===== config.mk =====
export PLATFORM = sky130hd
export DESIGN_NAME = hilo_mul_unit
export DESIGN_NICKNAME = d
export VERILOG_FILES = /design/src/rtl/hilo_pkg.sv /design/src/rtl/mul_iter_core.sv /design/src/rtl/hilo_mul_unit.sv
export SDC_FILE = /design/constraint.sdc
export NUM_CORES = 1
export LEC_CHECK = 0
export CELL_PAD_IN_SITES_DETAIL_PLACEMENT = 0
export CELL_PAD_IN_SITES_GLOBAL_PLACEMENT = 1
export CORE_MARGIN = 10
export CORE_UTILIZATION = 54
export CTS_BUF_LIST = sky130_fd_sc_hd__clkbuf_4 sky130_fd_sc_hd__clkbuf_8
export CTS_CLUSTER_DIAMETER = 50
export DETAILED_ROUTE_END_ITERATION = 12
export DONT_BUFFER_PORTS = 1
export PLACE_DENSITY = 0.95
export SETUP_SLACK_MARGIN = 0.5
export SLEW_MARGIN = 5
export SYNTH_ARGS = -nofsm -noshare
export SYNTH_HDL_FRONTEND = slang
export SYNTH_SLANG_ARGS = --single-unit
export TNS_END_PERCENT = 30

===== constraint.sdc =====
create_clock -name Clk -period 12.6 [get_ports Clk]
set_input_delay 1.26 -clock Clk [delete_from_list [all_inputs] [get_ports Clk]]
set_output_delay 1.26 -clock Clk [all_outputs]
set_load 0.05 [all_outputs]

===== src/rtl/hilo_pkg.sv =====
// Shared definitions for the HI/LO multiply unit: ALUcnt codes, FSM states,
// operation classes and the code-to-class decoder.
package hilo_pkg;

  localparam logic [5:0] ALU_MUL   = 6'b000010;
  localparam logic [5:0] ALU_MULT  = 6'b011000;
  localparam logic [5:0] ALU_MULTU = 6'b000011;
  localparam logic [5:0] ALU_MADD  = 6'b000100;
  localparam logic [5:0] ALU_MSUB  = 6'b000101;
  localparam logic [5:0] ALU_MTHI  = 6'b010100;
  localparam logic [5:0] ALU_MTLO  = 6'b010101;
  localparam logic [5:0] ALU_MFHI  = 6'b010110;
  localparam logic [5:0] ALU_MFLO  = 6'b010111;

  typedef enum logic [1:0] {
    S_IDLE = 2'd0,
    S_MUL  = 2'd1,
    S_ACC  = 2'd2,
    S_DONE = 2'd3
  } state_t;

  typedef enum logic [2:0] {
    OP_MOVE  = 3'd0,
    OP_MULS  = 3'd1,
    OP_MULU  = 3'd2,
    OP_MACC  = 3'd3,
    OP_MSUB  = 3'd4,
    OP_OTHER = 3'd5
  } op_class_t;

  function automatic op_class_t classifyOp(input logic [5:0] code);
    op_class_t cls;
    case (code)
      ALU_MUL, ALU_MULT:                      cls = OP_MULS;
      ALU_MULTU:                              cls = OP_MULU;
      ALU_MADD:                               cls = OP_MACC;
      ALU_MSUB:                               cls = OP_MSUB;
      ALU_MTHI, ALU_MTLO, ALU_MFHI, ALU_MFLO: cls = OP_MOVE;
      default:                                cls = OP_OTHER;
    endcase
    return cls;
  endfunction

endpackage


===== src/rtl/mul_iter_core.sv =====
// Iterative shift-add magnitude multiplier: retires STEP multiplier bits per
// cycle and pulses finish during its last iteration.
module mul_iter_core
  import hilo_pkg::*;
#(
  parameter int STEP = 1
) (
  input  logic        clk,
  input  logic        reset,
  input  logic        start,
  input  logic [31:0] a,
  input  logic [31:0] b,
  input  logic        signedOp,
  output logic [63:0] product,
  output logic        finish
);

  localparam int N  = 32 / STEP;
  localparam int CW = (N > 1) ? $clog2(N) : 1;

  logic [32:0]   aExt, bExt, magA, magB;
  logic [63:0]   mcand, acc, partial;
  logic [32:0]   mplier;
  logic [CW-1:0] count;
  logic          running;

  // 33-bit sign extension so that |0x80000000| = 2^31 is representable
  always_comb begin
    aExt = signedOp ? {a[31], a} : {1'b0, a};
    bExt = signedOp ? {b[31], b} : {1'b0, b};
    magA = aExt[32] ? (33'd0 - aExt) : aExt;
    magB = bExt[32] ? (33'd0 - bExt) : bExt;
  end

  always_comb begin
    partial = '0;
    for (int j = 0; j < STEP; j++) begin
      if (mplier[j]) partial = partial + (mcand << j);
    end
  end

  always_ff @(posedge clk) begin
    if (reset) begin
      mcand   <= '0;
      mplier  <= '0;
      acc     <= '0;
      count   <= '0;
      running <= 1'b0;
    end else if (start) begin
      mcand   <= {31'd0, magA};
      mplier  <= magB;
      acc     <= '0;
      count   <= '0;
      running <= 1'b1;
    end else if (running) begin
      acc    <= acc + partial;
      mcand  <= mcand << STEP;
      mplier <= mplier >> STEP;
      count  <= count + CW'(1);
      if (count == CW'(N - 1)) running <= 1'b0;
    end
  end

  assign finish  = running && (count == CW'(N - 1));
  assign product = acc;

endmodule


===== src/rtl/hilo_mul_unit.sv =====
// HI/LO execute unit: owns HI and LO, sequences multiplies through the
// iterative core and applies MULT/MADD/MSUB/MUL results in the ACC state.
module hilo_mul_unit
  import hilo_pkg::*;
#(
  parameter int STEP = 1
) (
  input  logic        Clk,
  input  logic        Reset,
  input  logic        in_valid,
  input  logic [5:0]  ALUcnt,
  input  logic [31:0] A,
  input  logic [31:0] B,
  output logic        busy,
  output logic        done,
  output logic [31:0] Result,
  output logic [31:0] HI,
  output logic [31:0] LO
);

  state_t    state, nextState;
  op_class_t reqClass, accClass;
  logic [5:0]  opReg;
  logic        negFlag;
  logic        accept, isMultiply, startMul, mulFinish;
  logic [63:0] product, finalProd, hiloSum, hiloDiff;

  assign reqClass   = classifyOp(ALUcnt);
  assign accClass   = classifyOp(opReg);
  assign isMultiply = (reqClass == OP_MULS) || (reqClass == OP_MULU) ||
                      (reqClass == OP_MACC) || (reqClass == OP_MSUB);
  assign accept     = in_valid && (state == S_IDLE);
  assign startMul   = accept && isMultiply;

  mul_iter_core #(.STEP(STEP)) core (
    .clk      (Clk),
    .reset    (Reset),
    .start    (startMul),
    .a        (A),
    .b        (B),
    .signedOp (reqClass != OP_MULU),
    .product  (product),
    .finish   (mulFinish)
  );

  assign finalProd = negFlag ? (64'd0 - product) : product;
  assign hiloSum   = {HI, LO} + finalProd;
  assign hiloDiff  = {HI, LO} - finalProd;

  always_comb begin
    nextState = state;
    busy      = (state != S_IDLE);
    done      = (state == S_DONE);
    case (state)
      S_IDLE: if (accept) nextState = isMultiply ? S_MUL : S_DONE;
      S_MUL:  if (mulFinish) nextState = S_ACC;
      S_ACC:  nextState = S_DONE;
      S_DONE: nextState = S_IDLE;
      default: nextState = S_IDLE;
    endcase
  end

  // HI/LO are written either at a move accept (IDLE) or in ACC, never both
  always_ff @(posedge Clk) begin
    if (Reset) begin
      state   <= S_IDLE;
      HI      <= '0;
      LO      <= '0;
      Result  <= '0;
      opReg   <= '0;
      negFlag <= 1'b0;
    end else begin
      state <= nextState;
      if (accept) begin
        case (reqClass)
          OP_MOVE: begin
            case (ALUcnt)
              ALU_MTHI: begin HI <= A; Result <= '0; end
              ALU_MTLO: begin LO <= A; Result <= '0; end
              ALU_MFHI: Result <= HI;
              ALU_MFLO: Result <= LO;
              default:  Result <= '0;
            endcase
          end
          OP_OTHER: Result <= '0;
          default: begin
            opReg   <= ALUcnt;
            negFlag <= (reqClass != OP_MULU) && (A[31] ^ B[31]);
          end
        endcase
      end
      if (state == S_ACC) begin
        case (accClass)
          OP_MACC: begin {HI, LO} <= hiloSum;  Result <= '0; end
          OP_MSUB: begin {HI, LO} <= hiloDiff; Result <= '0; end
          OP_MULS: begin
            if (opReg == ALU_MUL) begin
              Result <= finalProd[31:0];
            end else begin
              {HI, LO} <= finalProd;
              Result   <= '0;
            end
          end
          default: begin {HI, LO} <= finalProd; Result <= '0; end
        endcase
      end
    end
  end

endmodule

==> results.yml <==
outcome:
  outcome: "complete, no violations"
min_path:
  worstHoldStart: "negFlag"
  min_path_cells: 2
  whs_endpoint: "negFlag"
  hold_class: "reg -> reg"
floorplanning:
  rows: 81
  initial_utilization_pct: 54.6
  fp.dieW_um: 242
  io_pins: 171
  dieHeight_um: 242
  dieArea_mm2: 0.0586
  core-area_mm2: 0.0488
sta:
  setup_viol: 0
  setup-tns-final_ns: 0
  drv_slew: 0
  fin_ws_ns: 5.56
  skew_ns: 0.0293
  tightest_slew_ns: 1.29
  period_needed_ns: 7.04
  fmax_mhz: 142
  slew_headroom_pct: 12.1
  hold_viol: 0
  fin_crit_sh_pct: 55.9
  rsz0062_at_grt: "false"
routing:
  vias: 28400
  remaining_drc_errors: 0
  viasPerCell: 6.84
  drtIter0Drc: 3632
  finalWirelength_um: 111000
  post_drt_wl_per_cell_um: 26.7
  ant_nets: 0
  drt_first_pass_iters: 8
synth:
  syn_area_per_cell_um2: 7.40
  synth_compound_area_share_pct: 28.5
  yosys.area.top_type: "dfxtp_1"
  synth_top_cell_area_share_pct: 20.7
  syn_area_mm2: 0.0267
  ys.flop_type: "dfxtp_1"
  synth-seq-cells: 275
  synth_fa_ha_area_share_pct: 10.2
  synth_xor_xnor_area_share_pct: 7.75
  muxShareOfSynthArea_pct: 7.67
  synth-edff-count: 0
  async_reset_ff_share_pct: 0
  synthesis.nets: 3892
  synthSimpleGateAreaFrac_pct: 19.6
  synth_commonest_cells: "nor2_1, a21oi_1, dfxtp_1, nand2_1, clkbuf_1"
  synth_warnings: 0
  synth_top_family_by_area: "compound AO/OA/AOI/OAI gates"
  synth-seq-area-share_pct: 20.7
  synthTopCellsByArea: "dfxtp_1, ha_1, mux2i_1"
  syn_inst: 3604
  synth.distinct_cells: 81
  yosys.cell_count.top_type: "nor2_1"
finish:
  n_antenna_cell: 0
  nets: 3738
  synthToLayoutAreaGrowth_pct: 5.42
  final_layout_size_suffix_gt1_share_pct: 5.18
  final_area_mm2: 0.0281
clocking:
  htree_levels: 2
  worstSkewPairLatency_ns: 0.68
  cts_buffers: 55
  cts_tree: "yes"
  clockBufferDepth: 3
  clockRootBuffer: "clkbuf_8"
  cts-resized-gates: 0
  postCtsHoldBufs: 0
  cts.sinks: 275
  cts_setup_buffers: 0
  path_clk_slew_ns: 0.07
global_routing:
  grt_usage_pct: 35.4
  antenna_found_initial: 7
  first_global_vias: 26200
  gr-total-overflow: 0
  grt_pass1_wl_um: 164000
  grt_util_met2_pct: 52.4
  grt_max_degree: 165
  grt.met3_usage_pct: 9.90
  grt.busiest_layer: "met2"
  use_met1_pct: 46.2
critical_path:
  worstRegToRegCells: 20
  crit_family: "simple AND/OR/NAND/NOR gates"
  slowest_delay_ns: 0.67
  r2r_slack_ns: 5.56
  worstSetupPathType: "reg -> reg"
  r2r_end: "HI[31]"
  arrival_ns: 7.61
  critPathLaunchType: "flip-flop"
  crit_slowest_cell: "xor2_1"
  r2r-start: "core.product[14]"
  worst-path-buf-inv: 1
  worstPathMaxFanout: 10
  path_cells: "or4_4, or4_4, nor2_1, nand2_1, nand2_1, xor2_1, inv_1, ha_1, nor4_1, nor4b_1, and2_1, a221oi_1, o211ai_1, a211oi_1, o21ai_2, a21oi_1, o31a_1, o2111ai_1, o311ai_0, o31a_1"
  required_ns: 13.17
  critPathCaptureType: "flip-flop"
flow_run:
  drv_cap: 0
power_and_ir_drop:
  design_power_total_w: 0.00369
  power.switching_w: 0.00170
  p_per_area_mw_per_mm2: 131
  p_leak_nw: 11.4
  vdd_drop_max_mv: 0.0794
  combPwrFrac_pct: 37.7
  switching_share_pct: 46.0
  intPower_w: 0.00200
  pwr-share-seq_pct: 34.5
  pwr-share-clk_pct: 27.8
placed_design:
  pre_cts_ws_ns: 5.83
  gp_congestion: 1.01
  placed_area_mm2: 0.0269
  post-dp-hpwl_um: 82500
  io_buffer_count: 0
-- per-layer routing --
metal	wire, µm	share of wire (%)
met3	13500	12
met5	62	0.056
met4	6400	5.8
met2	45800	41
met1	45200	41
-- how the worst max path moves through the flow --
stage | slack (ns) | depth (start not counted) | start | end
CTS | 5.73 | 19 | core.product[2] | HI[11]
floorplan | 7.06 | 19 | core.product[2] | HI[11]
global placement | 5.94 | 19 | core.product[2] | HI[11]
global route | 5.22 | 20 | core.product[14] | HI[31]
finish | 5.56 | 20 | core.product[14] | HI[31]
detailed placement | 5.83 | 19 | core.product[2] | HI[11]
-- registers in the layout, indices dropped and copies added, names as in the netlist, named ones only --
signal,count
opReg,6
state,2
HI,32
core.mcand,64
Result,32
LO,32
negFlag,1
core.product,64
core.running,1
core.mplier,33
core.count,5
-- power by group through the flow --
stage	clock network [W]	logic, W	registers (W)
floorplan	0	0.000941	0.00122
global placement	0	0.00130	0.00129
detailed placement	0	0.00132	0.00129
CTS	0.00104	0.00132	0.00127
global route	0.00108	0.00145	0.00128
finish	0.00103	0.00139	0.00127
-- worst reg2reg max path, delay by kind of cell, from the launching register on --
family | cells | cell delay (ns)
AO/OA/AOI/OAI | 9 | 2.04
XOR/XNOR | 1 | 0.67
adder cells (fa/ha/maj) | 1 | 0.46
buffers and inverters | 1 | 0.13
flip-flops | 1 | 0.37
AND/OR/NAND/NOR | 8 | 3.27
-- area by class of cell --
| type | count | area [µm²] |
|---|---|---|
| Fill cell | 4738 | 20800 |
| Multi-Input combinational cell | 2926 | 19700 |
| Sequential cell | 275 | 5510 |
| Clock buffer | 80 | 1010 |
| Tap cell | 664 | 831 |
| Inverter | 164 | 616 |
| Timing Repair Buffer | 28 | 223 |
| Clock inverter | 20 | 215 |
-- per-stage QoR --
| stage | std cells | hold WS, ns | utilization, % |
|---|---|---|---|
| after floorplan | 3604 | 0.459 | - |
| after global placement | 4057 | 0.472 | 55.0 |
| after detailed placement | 4057 | 0.470 | 55.0 |
| after CTS | 4157 | 0.478 | 57.5 |
| after global routing | 4157 | 0.515 | 57.5 |
| final | 4157 | 0.485 | 57.5 |
-- placed cells by master, fill, tap and decap left out, types with 25 or more instances in the layout --
cell,netlist,final
nor2_1,431,430
a21oi_1,335,335
dfxtp_1,275,273
nand2_1,257,256
ha_1,212,211
mux2i_1,203,203
o21ai_0,196,196
inv_1,161,161
xnor2_1,136,136
a211oi_1,107,107
xor2_1,98,98
a21o_1,85,85
and2_1,82,81
clkbuf_8,0,65
o221ai_1,63,63
nand3_1,59,58
nor3_1,52,52
o31ai_1,51,51
o21bai_1,47,47
o22ai_1,41,41
nand4_1,38,38
nor4_1,38,37
nand2b_1,32,31
a221oi_1,31,31
buf_4,0,27
and3_1,25,25
a31oi_1,25,25
-- cell families (layout without fill, tap and decap cells) --
logic type	after synthesis	in the layout
compound gates	1153	1153
xor+xnor	235	235
fa+ha+maj	215	215
mux	204	204
buf+inv	403	292
flops	275	275
simple gates	1119	1119
(Power assumes the default switching activity.)
